--- config.mk ---
export PLATFORM = sky130hd
export DESIGN_NAME = ctrl_pipeline
export DESIGN_NICKNAME = d
export VERILOG_FILES = /design/src/rtl/ctrl_pipeline.sv
export SDC_FILE = /design/constraint.sdc
export NUM_CORES = 1
export LEC_CHECK = 0
export ABC_AREA = 1
export BUFFER_PORTS_ARGS = -buffer_cell sky130_fd_sc_hd__buf_2
export CAP_MARGIN = 20
export CORE_ASPECT_RATIO = 2
export CORE_MARGIN = 4
export CORE_UTILIZATION = 39
export DETAILED_ROUTE_END_ITERATION = 8
export PLACE_DENSITY_LB_ADDON = 0.15
export SLEW_MARGIN = 20
export SYNTH_ARGS = -nofsm -noshare
export SYNTH_HDL_FRONTEND = slang
export SYNTH_SLANG_ARGS = --single-unit
--- constraint.sdc ---
create_clock -name clk -period 1.1 [get_ports clk]
set_input_delay 0.165 -clock clk [delete_from_list [all_inputs] [get_ports clk]]
set_output_delay 0.165 -clock clk [all_outputs]
set_load 0.02 [all_outputs]
--- src/rtl/ctrl_pipeline.sv ---
`default_nettype none
// ============================================================================
// Module   : ctrl_pipeline
// Brief    : ID/EX, EX/MEM, MEM/WB control registers with load-use stall and
//            taken-branch flush. Optional hazard counters: CTRL_PIPE_HAZARD_CNT_EN
// Revision : 1.0 - initial release
// ============================================================================
module ctrl_pipeline #(
    parameter int REG_AW = 5,
    parameter int CNT_W  = 32
) (
    input  logic              clk,
    input  logic              reset,
    input  logic [7:0]        id_ctrl,
    input  logic [REG_AW-1:0] id_rs1,
    input  logic [REG_AW-1:0] id_rs2,
    input  logic [REG_AW-1:0] id_rd,
    input  logic              ex_branch_taken,
    output logic [7:0]        ex_ctrl,
    output logic [REG_AW-1:0] ex_rd,
    output logic [3:0]        mem_ctrl,
    output logic [REG_AW-1:0] mem_rd,
    output logic [1:0]        wb_ctrl,
    output logic [REG_AW-1:0] wb_rd,
    output logic              stall,
    output logic              flush
`ifdef CTRL_PIPE_HAZARD_CNT_EN
    ,
    output logic [CNT_W-1:0]  stall_count,
    output logic [CNT_W-1:0]  flush_count
`endif
);

    localparam int c_BR_BIT = 7;
    localparam int c_MR_BIT = 2;

    logic [7:0]        r_ex_ctrl;
    logic [REG_AW-1:0] r_ex_rd;
    logic [3:0]        r_mem_ctrl;
    logic [REG_AW-1:0] r_mem_rd;
    logic [1:0]        r_wb_ctrl;
    logic [REG_AW-1:0] r_wb_rd;

    logic w_flush;
    logic w_stall;
    logic w_bubble;
    logic w_rs_match;

    // Flush has priority: a squashed ID instruction cannot have a live dependency.
    assign w_flush    = r_ex_ctrl[c_BR_BIT] & ex_branch_taken;
    assign w_rs_match = (r_ex_rd == id_rs1) | (r_ex_rd == id_rs2);
    assign w_stall    = r_ex_ctrl[c_MR_BIT] & (r_ex_rd != '0) & w_rs_match & ~w_flush;
    assign w_bubble   = w_stall | w_flush;

    always_ff @(posedge clk) begin
        if (reset) begin
            r_ex_ctrl  <= '0;
            r_ex_rd    <= '0;
            r_mem_ctrl <= '0;
            r_mem_rd   <= '0;
            r_wb_ctrl  <= '0;
            r_wb_rd    <= '0;
        end else begin
            if (w_bubble) begin
                r_ex_ctrl <= '0;
                r_ex_rd   <= '0;
            end else begin
                r_ex_ctrl <= id_ctrl;
                r_ex_rd   <= id_rd;
            end
            r_mem_ctrl <= r_ex_ctrl[3:0];
            r_mem_rd   <= r_ex_rd;
            r_wb_ctrl  <= r_mem_ctrl[1:0];
            r_wb_rd    <= r_mem_rd;
        end
    end

    assign ex_ctrl  = r_ex_ctrl;
    assign ex_rd    = r_ex_rd;
    assign mem_ctrl = r_mem_ctrl;
    assign mem_rd   = r_mem_rd;
    assign wb_ctrl  = r_wb_ctrl;
    assign wb_rd    = r_wb_rd;
    assign stall    = w_stall;
    assign flush    = w_flush;

`ifdef CTRL_PIPE_HAZARD_CNT_EN
    logic [CNT_W-1:0] r_stall_cnt;
    logic [CNT_W-1:0] r_flush_cnt;

    // Both counters saturate at all-ones rather than wrapping.
    always_ff @(posedge clk) begin
        if (reset) begin
            r_stall_cnt <= '0;
            r_flush_cnt <= '0;
        end else begin
            if (w_stall && (r_stall_cnt != '1))
                r_stall_cnt <= r_stall_cnt + 1'b1;
            if (w_flush && (r_flush_cnt != '1))
                r_flush_cnt <= r_flush_cnt + 1'b1;
        end
    end

    assign stall_count = r_stall_cnt;
    assign flush_count = r_flush_cnt;
`endif

endmodule
`default_nettype wire

==> results.ini <==
[final_layout]
diodes=0
final_cell_count_no_fill=238
nNetsFinal=235
area_delta_synth_final_pct=48.4
drive_gt1_share_pct=47.1

[synthesis]
synth_seq_cells=29
ys_async_sr_fraction_pct=0
postSynthAreaPerCell_um2=7.67
synth.distinct_cells=16
synth-edff-count=0
yosysTopAreaCell=dfxtp_1
synth_nets=166
synth_flop_cell=dfxtp_1
yosys.area.top_type_share_pct=54.1
syn-instance-count=140
synth_area_leaders=dfxtp_1 54%, inv_1 13%, nor2_1 9.4%
synth.cells.most_frequent=37 x inv_1, 29 x dfxtp_1, 27 x nor2_1
yosys_warnings=0
seq_area_frac_synth_pct=54.1
netlist_area_um2=1070
synth.most_common_cell=inv_1

[pwr]
clock_power_share_pct=37.0
swShare_pct=25.4
peakVddDrop_mv=0.866
power_frac_comb_pct=15.0
p_int_w=0.00175
p_leak_nw=0.917
power_frac_seq_pct=48.0
p_total_w=0.00235
p_sw_w=0.000596
powerDensity_nw_per_um2=1470

[run_status]
violations=negative setup slack
status=finished, violations left

[clocking]
cts_tree=done
postCtsHoldBufs=0
cts.htree.levels=2
clock-sinks=29
clock_latency_ns=0.28
clk_path_buf_depth=2
cts_root_buf=clkbuf_8
cts_buffers=5
clk_pin_slew_ns=0.06

[global_route]
grt_pass1_wl_um=3850
grt_max_degree=17
antenna_found_initial=0
grt_remaining_overflow=0
grt_pass1_vias=955
track_usage_pct=14.8

[sta]
finalCritPeriodShare_pct=138
rsz0062_at_grt=true
slew_violations=0
skew_ns=0.00612
fmaxAchievable_mhz=660
relSlewSlack_pct=53.8
hold_violations=0
finalSetupViolCount=14
min_period_ns=1.51
worst_slack_ns=-0.414
worst_slew_pin_slew_ns=0.691
fin_setup_tns_ns=-3.96

[route]
ant_nets=0
vias=1023
routed_wl_um=2510
wl_per_cell_um=10.5
drtIter0Drc=12
dr.pass1.iters=4
via_per_inst=4.30
drcViolationCount=0

[die]
coreArea_um2=2600
die_h_um=82.2
fp.dieW_um=45.1
die_area_um2=3710
start_util_pct=41.3
num_rows=26
boundaryPins=57

[hold_path]
min_to=ex_rd[0]
whs_path_depth=3
holdCritStartpoint=id_rd[0]
hold_class=input port to flop

[critical_path]
worst-path-stages=9
worstSetupStartpointType=flop
worst-path-buf-inv=2
crit_required_ns=0.94
worst-setup-path-type=flop to output port
cp_max_fo=5
slowest_delay_ns=0.37
critical_path_arrival_ns=1.35
critPathCaptureType=output port
crit_slowest_cell=dfxtp_4
reg2reg_slack_ns=-0.28
reg2regPathDepth=11
rr_endpoint=ex_ctrl[7]
rr_startpoint=ex_rd[0]
cp_top_family=simple AND/OR/NAND/NOR gates
path_cells=inv_4, nand2_2, nand2_1, nor2_1, nand3_1, nand2_1, nand2_2, nor2_4, buf_6

[placed_design]
place.gp.congestion=0.762
hpwl_um=1890
port_buffers=56
dp.cells=226

[flow_run]
drv_cap=0

## state kept, by name (all words and copies together), names as in the netlist
register	flops
mem_ctrl	4
wb_rd	5
ex_rd	5
ex_ctrl	8
mem_rd	5
wb_ctrl	2
## final cells by class
class | instances | area (µm²)
Timing Repair Buffer | 64 | 359
Fill cell | 245 | 1010
Inverter | 39 | 149
Tap cell | 28 | 35.0
Sequential cell | 29 | 601
Clock buffer | 8 | 90.1
Multi-Input combinational cell | 70 | 359
## cells by family (layout without fill, tap and decap cells)
kind of cell | count (synthesis) | after routing | share of synthesized area (%)
compound gates | 1 | 1 | 0.466
buf+inv | 42 | 111 | 16.6
flops | 29 | 29 | 54.1
xor+xnor | 2 | 2 | 1.63
simple gates | 66 | 67 | 27.3
## worst min-delay path: stages
cell	delay (ns)
buf_2	0.09
inv_1	0.04
nor2_1	0.03
## repair_timing
item,4_1_cts,5_1_grt
buffers inserted,3,1
endpoints found under the setup margin,15,15
pin swaps,2,1
gates resized for setup,9,7
gates cloned,1,0
## stage by stage
step | hold slack [ns] | instance area, µm² | util [%] | setup WS (ns)
floorplan | 0.268 | 1100 | - | -0.0825
global placement | 0.374 | 1420 | 54.6 | -0.175
detailed placement | 0.378 | 1420 | 54.6 | -0.175
CTS | 0.0800 | 1580 | 60.6 | -0.403
global route | 0.0990 | 1590 | 61.2 | -0.513
finish | 0.0886 | 1590 | 61.2 | -0.414
## worst max-delay path by stage
stage | startpoint | to | slack, ns
floorplan | ex_rd[4] | ex_rd[1] | -0.08
global placement | ex_rd[0] | stall | -0.17
global route | ex_rd[4] | stall | -0.51
finish | ex_rd[0] | stall | -0.41
CTS | ex_rd[0] | stall | -0.40
detailed placement | ex_rd[0] | stall | -0.17
## per-layer routing
metal | routed length [µm] | global-route usage [%] | part of all wire (%) | vias up
met4 | 68 | 8.80 | 2.7 | 0
met1 | 770 | 11.7 | 31 | 448
met2 | 1400 | 28.4 | 56 | 43
li1 | - | - | - | 526
met3 | 267 | 5.42 | 11 | 6
met5 | 0 | 0 | 0 | -
## power by group through the flow
stage          Combinational (W)  Clock [W]  Sequential [W]
2_1_floorplan           0.000140          0         0.00121
3_3_place_gp            0.000317          0         0.00114
3_5_place_dp            0.000325          0         0.00115
4_1_cts                 0.000351   0.000903         0.00113
5_1_grt                 0.000387   0.000948         0.00113
6_report                0.000352   0.000868         0.00113
## cells in the final DEF (no fill, tap or decap), types with 3 or more instances in the layout
master,synthesis,final
buf_2,0,53
inv_1,37,33
nor2_2,9,10
dfxtp_4,0,5
nand2_1,24,22
dfxtp_1,29,23
nor2_1,27,25
clkbuf_8,0,6
buf_4,1,9
inv_2,2,5
nand2_2,1,3
No activity file was read; power rests on OpenSTA's default activity.
